===== config.mk =====
export PLATFORM = sky130hd
export DESIGN_NAME = quantum_state_prob_seq
export DESIGN_NICKNAME = d
export VERILOG_FILES = /design/src/rtl/quantum_state_prob_seq_pkg.sv /design/src/rtl/qsm_mag_sq_pipe.sv /design/src/rtl/quantum_state_prob_seq.sv
export SDC_FILE = /design/constraint.sdc
export NUM_CORES = 2
export LEC_CHECK = 0
export ABC_AREA = 1
export CORE_MARGIN = 2
export CORE_UTILIZATION = 32
export DETAILED_ROUTE_END_ITERATION = 12
export SLEW_MARGIN = 40
export SYNTH_ARGS = -nofsm -noshare
export SYNTH_HDL_FRONTEND = slang
export SYNTH_SLANG_ARGS = --single-unit

===== constraint.sdc =====
create_clock -name clk -period 20.4 [get_ports clk]
set_clock_uncertainty 0.15 [all_clocks]
set_input_delay 3.06 -clock clk [delete_from_list [all_inputs] [get_ports clk]]
set_output_delay 3.06 -clock clk [all_outputs]
set_load 0.03 [all_outputs]

===== src/rtl/quantum_state_prob_seq_pkg.sv =====
// Shared constants for the measurement-probability engine.
//   TOTAL_BITS : default width of one signed fixed-point word
//   FX_BITS    : default number of fractional bits (1.0 = 1 << FX_BITS)
//   S_*        : FSM state encodings for the top-level sequencer
package quantum_state_prob_seq_pkg;

  localparam int TOTAL_BITS = 16;
  localparam int FX_BITS    = 8;

  localparam logic [1:0] S_IDLE  = 2'd0;
  localparam logic [1:0] S_RUN   = 2'd1;
  localparam logic [1:0] S_DRAIN = 2'd2;
  localparam logic [1:0] S_DONE  = 2'd3;

endpackage


===== src/rtl/qsm_mag_sq_pipe.sv =====
// Two-stage saturating |a|^2 for one complex fixed-point amplitude.
//   clk, rst_n : clock, asynchronous active-low reset
//   v_in       : amplitude valid on re/im this cycle
//   re, im     : signed real / imaginary parts
//   v_out      : mag_sq valid (two cycles after v_in)
//   mag_sq     : re^2 + im^2 in the same fixed-point format, saturated positive
module qsm_mag_sq_pipe
  import quantum_state_prob_seq_pkg::*;
#(
  parameter int DW  = TOTAL_BITS,
  parameter int FXW = FX_BITS
) (
  input  logic                 clk,
  input  logic                 rst_n,
  input  logic                 v_in,
  input  logic signed [DW-1:0] re,
  input  logic signed [DW-1:0] im,
  output logic                 v_out,
  output logic        [DW-1:0] mag_sq
);

  localparam logic signed [2*DW-1:0] MAX_W = {{(DW+1){1'b0}}, {(DW-1){1'b1}}};
  localparam logic        [DW:0]     MAX_S = {2'b00, {(DW-1){1'b1}}};

  // Sign-extend before squaring so the full 2*DW product is kept.
  logic signed [2*DW-1:0] w_re_ext, w_im_ext, w_re_sq, w_im_sq;
  logic        [DW-1:0]   w_re_sat, w_im_sat;
  logic        [DW:0]     w_sum;

  assign w_re_ext = {{DW{re[DW-1]}}, re};
  assign w_im_ext = {{DW{im[DW-1]}}, im};
  assign w_re_sq  = (w_re_ext * w_re_ext) >>> FXW;
  assign w_im_sq  = (w_im_ext * w_im_ext) >>> FXW;
  // Squares are never negative, so only the positive limit matters.
  assign w_re_sat = (w_re_sq > MAX_W) ? MAX_W[DW-1:0] : w_re_sq[DW-1:0];
  assign w_im_sat = (w_im_sq > MAX_W) ? MAX_W[DW-1:0] : w_im_sq[DW-1:0];

  logic          r_v1, r_v2;
  logic [DW-1:0] r_re2, r_im2, r_mag;

  assign w_sum = {1'b0, r_re2} + {1'b0, r_im2};

  always_ff @(posedge clk or negedge rst_n) begin
    if (!rst_n) begin
      r_v1  <= 1'b0;
      r_v2  <= 1'b0;
      r_re2 <= '0;
      r_im2 <= '0;
      r_mag <= '0;
    end else begin
      r_v1  <= v_in;
      r_re2 <= w_re_sat;
      r_im2 <= w_im_sat;
      r_v2  <= r_v1;
      r_mag <= (w_sum > MAX_S) ? MAX_S[DW-1:0] : w_sum[DW-1:0];
    end
  end

  assign v_out  = r_v2;
  assign mag_sq = r_mag;

endmodule


===== src/rtl/quantum_state_prob_seq.sv =====
// Sequential measurement-probability engine for an N-qubit state vector.
// Accepts one vector per handshake, streams the NS = 2**N_QUBITS amplitudes
// through a shared |a|^2 pipe, and reports per-state probabilities, their
// saturated total and the index of the largest probability.
// Optional build macro: QSM_NORM_CHECK_EN enables the normalisation flag.
//   clk, rst_n           : clock, asynchronous active-low reset
//   in_valid / in_ready  : input handshake (ready only in IDLE)
//   q_state_in           : {amp_0..amp_NS-1}, amp_0 in MSBs, amp = {re, im}
//   out_valid / out_ready: result handshake, results held until accepted
//   mag_sq_out           : {p_0..p_NS-1}, p_0 in MSBs
//   prob_sum, max_idx    : saturated total, argmax (lowest index wins ties)
//   busy                 : engine not in IDLE
//   norm_err             : |prob_sum - 1.0| > NORM_TOL, qualified by out_valid
module quantum_state_prob_seq
  import quantum_state_prob_seq_pkg::*;
#(
  parameter int N_QUBITS = 2,
  parameter int DW       = TOTAL_BITS,
  parameter int FXW      = FX_BITS,
  parameter int NORM_TOL = 4
) (
  input  logic                           clk,
  input  logic                           rst_n,
  input  logic                           in_valid,
  output logic                           in_ready,
  input  logic [2*DW*(1<<N_QUBITS)-1:0]  q_state_in,
  output logic                           out_valid,
  input  logic                           out_ready,
  output logic [DW*(1<<N_QUBITS)-1:0]    mag_sq_out,
  output logic [DW-1:0]                  prob_sum,
  output logic [N_QUBITS-1:0]            max_idx,
  output logic                           busy,
  output logic                           norm_err
);

  localparam int            NS   = 1 << N_QUBITS;
  localparam logic [DW-1:0] MAXV = {1'b0, {(DW-1){1'b1}}};
  localparam logic [N_QUBITS-1:0] LAST = N_QUBITS'(NS - 1);

  logic [1:0]          r_state;
  logic [N_QUBITS-1:0] r_idx, r_widx, r_max_idx;
  logic                r_drain, r_norm_err;
  logic signed [DW-1:0] r_re [NS];
  logic signed [DW-1:0] r_im [NS];
  logic [DW-1:0]       r_slot [NS];
  logic [DW-1:0]       r_sum, r_max_val;

  logic          w_accept, w_v_out;
  logic [DW-1:0] w_mag, w_sum_add, w_sum_next;
  logic [DW:0]   w_sum_ext;

  assign w_accept = in_valid && (r_state == S_IDLE);

  qsm_mag_sq_pipe #(.DW(DW), .FXW(FXW)) u_pipe (
    .clk    (clk),
    .rst_n  (rst_n),
    .v_in   (r_state == S_RUN),
    .re     (r_re[r_idx]),
    .im     (r_im[r_idx]),
    .v_out  (w_v_out),
    .mag_sq (w_mag)
  );

  assign w_sum_ext  = {1'b0, r_sum} + {1'b0, w_mag};
  assign w_sum_add  = (w_sum_ext > {1'b0, MAXV}) ? MAXV : w_sum_ext[DW-1:0];
  // Total including the sample landing this cycle; the last sample lands on
  // the same edge that enters DONE, so the norm check must see it.
  assign w_sum_next = w_v_out ? w_sum_add : r_sum;

  always_ff @(posedge clk or negedge rst_n) begin
    if (!rst_n) begin
      r_state   <= S_IDLE;
      r_idx     <= '0;
      r_widx    <= '0;
      r_drain   <= 1'b0;
      r_sum     <= '0;
      r_max_val <= '0;
      r_max_idx <= '0;
      for (int k = 0; k < NS; k++) begin
        r_re[k]   <= '0;
        r_im[k]   <= '0;
        r_slot[k] <= '0;
      end
    end else begin
      case (r_state)
        S_IDLE: if (w_accept) begin
          for (int k = 0; k < NS; k++) begin
            r_re[k]   <= q_state_in[(NS-1-k)*2*DW + DW +: DW];
            r_im[k]   <= q_state_in[(NS-1-k)*2*DW +: DW];
            r_slot[k] <= '0;
          end
          r_idx     <= '0;
          r_widx    <= '0;
          r_sum     <= '0;
          r_max_val <= '0;
          r_max_idx <= '0;
          r_state   <= S_RUN;
        end
        S_RUN: begin
          r_idx <= r_idx + 1'b1;
          if (r_idx == LAST) begin
            r_drain <= 1'b0;
            r_state <= S_DRAIN;
          end
        end
        S_DRAIN: begin
          r_drain <= 1'b1;
          if (r_drain) r_state <= S_DONE;
        end
        default: if (out_ready) r_state <= S_IDLE;
      endcase

      // Write-back runs independently of the state; results trail issue by 2.
      if (w_v_out) begin
        r_slot[r_widx] <= w_mag;
        r_widx         <= r_widx + 1'b1;
        r_sum          <= w_sum_add;
        if (w_mag > r_max_val) begin
          r_max_val <= w_mag;
          r_max_idx <= r_widx;
        end
      end
    end
  end

`ifdef QSM_NORM_CHECK_EN
  localparam logic signed [DW+1:0] ONE_S = (DW+2)'(1 << FXW);
  logic signed [DW+1:0] w_diff;
  logic                 w_norm_bad;
  assign w_diff     = $signed({2'b00, w_sum_next}) - ONE_S;
  assign w_norm_bad = ((w_diff < 0) ? -w_diff : w_diff) > (DW+2)'(NORM_TOL);

  always_ff @(posedge clk or negedge rst_n) begin
    if (!rst_n)                             r_norm_err <= 1'b0;
    else if (w_accept)                      r_norm_err <= 1'b0;
    else if (r_state == S_DRAIN && r_drain) r_norm_err <= w_norm_bad;
  end
`else
  localparam int NORM_TOL_UNUSED = NORM_TOL;
  assign r_norm_err = 1'b0;
`endif

  generate
    for (genvar k = 0; k < NS; k++) begin : g_out
      assign mag_sq_out[(NS-1-k)*DW +: DW] = r_slot[k];
    end
  endgenerate

  assign in_ready  = (r_state == S_IDLE);
  assign busy      = (r_state != S_IDLE);
  assign out_valid = (r_state == S_DONE);
  assign prob_sum  = r_sum;
  assign max_idx   = r_max_idx;
  assign norm_err  = r_norm_err;

endmodule


=== Word-level counts from Yosys, hierarchy flattened ===
Cells that the tools add are included.
Widths: inputs -> output; s select.

* Equal/unequal tests: 7
* Order comparisons: 8
* $mul: 2
* Bitwise operators: 2
* Add/sub/neg operators: 4
* Multiplexer cells: 38
* Reductions and logical operators: 14

{| class="wikitable"
|+ Operators by type and width
! cell !! number
|-
| $mux 16 || 16
|-
| $mux 64 || 3
|-
| $bmux 16 s2 || 2
|-
| $bwmux 64 || 1
|-
| $mul 16x16->32 || 2
|-
| $gt 24x16->1 const B || 2
|-
| $add 16x16->17 || 2
|-
| $gt 17x15->1 const B || 2
|-
| $demux 16 s2 || 1
|-
| $mux 2 || 11
|-
| $gt 16x16->1 || 1
|-
| $reduce_bool 2->1 || 5
|-
| $reduce_and 2->1 || 4
|-
| $eq 2x2->1 const B || 3
|-
| $ge 3x3->1 const B || 2
|-
| $not 2->3 || 2
|-
| $pmux 2 s3 || 1
|-
| $add 2x1->2 const B || 2
|-
| $ne 2x2->1 const B || 2
|-
| $pmux 2 s2 || 1
|-
| $reduce_and 4->1 || 1
|-
| $reduce_bool 4->1 || 1
|-
| $lt 3x1->1 const B || 1
|-
| $eq 2x1->1 const B || 1
|-
| other kinds (5) || 6
|}

* Output and inout bits: 86
* Flip-flop bits (word level): 283
* Word-level logic and storage cells: 99

=== Depth between registers and ports, before layout ===
* Depth in word-level cells: 7
* Depth in mapped cells: 38

=== By module ===
Synthesis repeated with hierarchy kept, for this count alone.

* Cells, all modules: 4,101
* Area total of the unflattened synthesis: 32,668.8 um2

{| class="wikitable"
|+ Modules (own cells, without submodules)
! module !! cells an instance !! times used !! area an instance (um2) !! seq. area each (um2)
|-
| qsm_mag_sq_pipe || 2,656 || 1 || 21,226.6 || 1,251.2
|-
| quantum_state_prob_seq || 1,445 || 1 || 11,442.2 || 5,830.6
|}

=== Worst setup path before layout ===
Ideal clock, no wire load.

* Kind: register to register
* Start: register r_idx[0]
* End: register u_pipe.r_im2[14]
* Path slack: 13.065 ns
* Period minus slack after synthesis: 7.335 ns
* Arrival time: 7.066 ns
* Cell stages (with the launch flop): 35
* Path through: dfrtp_1 -> inv_2 -> buf_6 -> buf_2 -> nand2_1 -> a32oi_2 -> inv_1 -> clkbuf_1 -> nor2_1 -> inv_1 -> fa_1 -> inv_1 -> fa_1 -> inv_1 -> fa_1 -> fa_1 -> inv_1 -> fa_1 -> inv_1 -> fa_1 -> inv_1 -> ha_1 -> a21oi_1 -> nor2_1 -> nor2_1 -> nor2_1 -> a2111oi_0 -> nand2_1 -> nand2_1 -> nand2_1 -> nor2_2 -> nand3_2 -> nand2_4 -> buf_12 -> nand2_2

* Longest elaborated chain between the ends: 7

{| class="wikitable"
|+ Ends and longest elaborated chain
! item !! RTL line !! RTL
|-
| start: declaration || quantum_state_prob_seq.sv:41 || <nowiki>logic [N_QUBITS-1:0] r_idx, r_widx, r_max_idx;</nowiki>
|-
| start signal: assignment || quantum_state_prob_seq.sv:100 || <nowiki>r_idx <= r_idx + 1'b1;</nowiki>
|-
| $not 2->3 (not written as such) * || quantum_state_prob_seq.sv:59 || <nowiki>.im (r_im[r_idx]),</nowiki>
|-
| $bmux 16 s2 * || quantum_state_prob_seq.sv:59 ||
|-
| $mux 16 (not written as such) * (2 in a row) || quantum_state_prob_seq.sv:59 ||
|-
| $mul 16x16->32 * || qsm_mag_sq_pipe.sv:33 || <nowiki>assign w_im_sq = (w_im_ext * w_im_ext) >>> FXW;</nowiki>
|-
| $gt 24x16->1 || qsm_mag_sq_pipe.sv:36 || <nowiki>assign w_im_sat = (w_im_sq > MAX_W) ? MAX_W[DW-1:0] : w_im_sq[DW-1:0];</nowiki>
|-
| $mux 16 * || qsm_mag_sq_pipe.sv:36 ||
|-
| via u_pipe.w_im_sat[14] || qsm_mag_sq_pipe.sv:27 || <nowiki>logic [DW-1:0] w_re_sat, w_im_sat;</nowiki>
|-
| end signal: assignment || qsm_mag_sq_pipe.sv:53 || <nowiki>r_im2 <= w_im_sat;</nowiki>
|-
| end: declaration || qsm_mag_sq_pipe.sv:39 || <nowiki>logic [DW-1:0] r_re2, r_im2, r_mag;</nowiki>
|}

The timed path passes the listed nets; every way through them passes the cells marked *. The select of a mux whose other input is x is not followed.
A chain may end at the register's enable or synchronous reset.

=== Worst setup path in the final report ===
* Start: register r_idx[0]
* End: register u_pipe.r_im2[4]

The elaborated chain is that of the path after synthesis.

==> flow_summary.ini <==
[cts]
post_cts_resized = 0
cts_buffer_depth = 3
cts_sinks = 283
postCtsHoldBufs = 0
htreeDepth = 2
postCtsSetupRepairBufs = 0
clk_pin_slew_worst_paths_ns = 0.06
root_buffer = clkbuf_16
tritoncts = built
cts_buffers = 35
insertion_delay_ns = 0.53

[worst_setup_path]
r2r-start = r_idx[0]
cpMaxStageDelayCell = clkinv_1
r2r_end = u_pipe.r_im2[4]
cp-end-kind = register
path_max_fanout = 54
crit_path_max_incr_delay_ns = 0.73
required_ns = 20.65
r2r_setup_slack_ns = 11.47
endpoint = u_pipe.r_im2[4]
startpoint_type = register
criticalPathCategory = reg -> reg
rr_worst_depth = 33
cp.arrival_ns = 9.18
crit_start = r_idx[0]

[floorplanning]
row_count = 115
io-pin-count = 218
core_area_sq_mm = 0.0980
fp.dieArea_sq_mm = 0.101
initial_utilization_pct = 32.2
dieHeight_um = 318
die_w_um = 318

[global_routing]
use_met2_pct = 29.6
grt_overflow = 0
grt_busiest_layer = met2
grt_usage_pct = 17.1
grt_use_met1_pct = 23.1
antenna_found_initial = 4
grt_max_degree = 101
grt_first_pass_wirelength_mm = 138
grt_pass1_vias = 25200
grtUsageMet3_pct = 2.12

[sta]
drv_slew = 0
fin_crit_sh_pct = 43.8
tightest_slew_ns = 0.862
finalHoldViolations = 0
setup_tns_ns = 0
rsz0062_at_grt = no
relSlewSlack_pct = 42.5
setup_viol = 0
max_freq_mhz = 112
timing.hold.ws_ns = 0.208
period_needed_ns = 8.93

[run]
max-cap-violations = 0

[synthesis]
synth.top_cells.by_count = inv_1, nand2_1, fa_1
postSynthAreaPerCell_sq_um = 9.10
async_reset_ff_share_pct = 100
synth-edff-count = 0
synth_seq_cells = 283
netlist-cell-type-count = 55
yosysWarnings = 0
syn_inst = 3462
yosysMostFrequentCell = inv_1
synth_area_sq_mm = 0.0315
yosys-top-cells-area = fa_1, dfrtp_1, inv_1, ha_1, nand2_1
ys.flop_type = dfrtp_1
synth_top_area_share_pct = 29.6
seq_area_frac_synth_pct = 22.5
synth_top_area_cell = fa_1

[outcome]
outcome = completed

[finish]
drive_gt1_share_pct = 8.24
fin_nets = 4502
fill_cells = 9853
utilization_pct = 37.1
fin_area_sq_mm = 0.0364
area_growth_syn_to_layout_pct = 15.3

[place]
portBuffers = 216
gp_congestion = 0.926
place_area_sq_mm = 0.0352
dp.final_hpwl_mm = 68.8

[drt]
drc = 0
via_per_inst = 4.71
wl_mm = 83.6
drt_iter0_drc = 1465
dr.pass1.iters = 6
dr_total_vias = 23400
wl_per_cell_um = 16.8
ant_nets = 0

[worst_hold_path]
min_path_type = reg -> reg
[worst min path at each step]
stage | from | to | slack [ns] | depth (start not counted)
final | u_pipe.r_v1 | u_pipe.v_out | 0.21 | 0
after global routing | u_pipe.r_v1 | u_pipe.v_out | 0.22 | 0
after CTS | u_pipe.r_v1 | u_pipe.v_out | 0.20 | 0
after detailed placement | u_pipe.r_v1 | u_pipe.v_out | 0.19 | 0
after global placement | u_pipe.r_v1 | u_pipe.v_out | 0.19 | 0
after floorplan | u_pipe.r_v1 | u_pipe.v_out | 0.18 | 0
[critical path, delay by kind of cell, from the launching register on]
kind | cells | cell delay (ns)
AO/OA/AOI/OAI | 4 | 1.30
adder cells (fa/ha/maj) | 7 | 3.42
buffers and inverters | 9 | 1.88
flip-flops | 1 | 0.40
AND/OR/NAND/NOR | 13 | 1.62
[kinds of logic after synthesis]
logic type,after synthesis,synth area share (%)
adder cells (fa/ha/maj),703,39.0
buffers and inverters,898,10.9
multiplexers,126,4.50
XOR/XNOR,98,2.75
AO/OA/AOI/OAI,397,7.71
flip-flops,283,22.5
AND/OR/NAND/NOR,956,12.6
other,1,0.0119
[cell type report]
type | instances | area [sq um] | area share, %
Multi-Input combinational cell | 2282 | 21000 | 57.8
Clock inverter | 15 | 143 | 0.392
Timing Repair Buffer | 250 | 2460 | 6.77
Tap cell | 1287 | 1610 | 4.43
Sequential cell | 283 | 7080 | 19.5
Inverter | 815 | 3060 | 8.41
Clock buffer | 45 | 973 | 2.68
Antenna cell | 1 | 2.50 | 0.00688
[routing by layer]
metal / routed length (um) / part of all wire (%)
met5: 0 / 0
met2: 40900 / 49
met3: 3730 / 4.5
met1: 37600 / 45
met4: 1470 / 1.8
[registers in the layout, indices dropped and copies added, names as in the netlist, 2 cells and up]
register	flops
max_idx	2
r_state	2
mag_sq_out	64
r_im	64
r_widx	2
u_pipe.r_re2	16
u_pipe.mag_sq	16
r_idx	2
prob_sum	16
r_max_val	16
r_re	64
u_pipe.r_im2	16
[layout by cell type (no fill, tap or decap), drive strengths merged, types with 21 or more instances in the layout]
cell type / n
xnor2: 51
xor2: 47
clkbuf: 45
clkdlybuf4s50: 215
nand2: 500
a32oi: 28
fa: 466
a21oi: 143
o21ai: 152
ha: 237
mux2: 126
dfrtp: 283
buf: 35
inv: 806
nand3: 138
nor2: 277
clkinv: 21
[metrics by stage]
stage | setup slack (ns) | cells
after floorplan | 13.06 | 3463
after global placement | 11.58 | 4914
after detailed placement | 11.49 | 4915
after CTS | 11.45 | 4975
after global routing | 10.72 | 4978
final | 11.47 | 4978
Power is not shown: default switching activity piles up to over one toggle a cycle in this logic, so the estimate is an artifact.
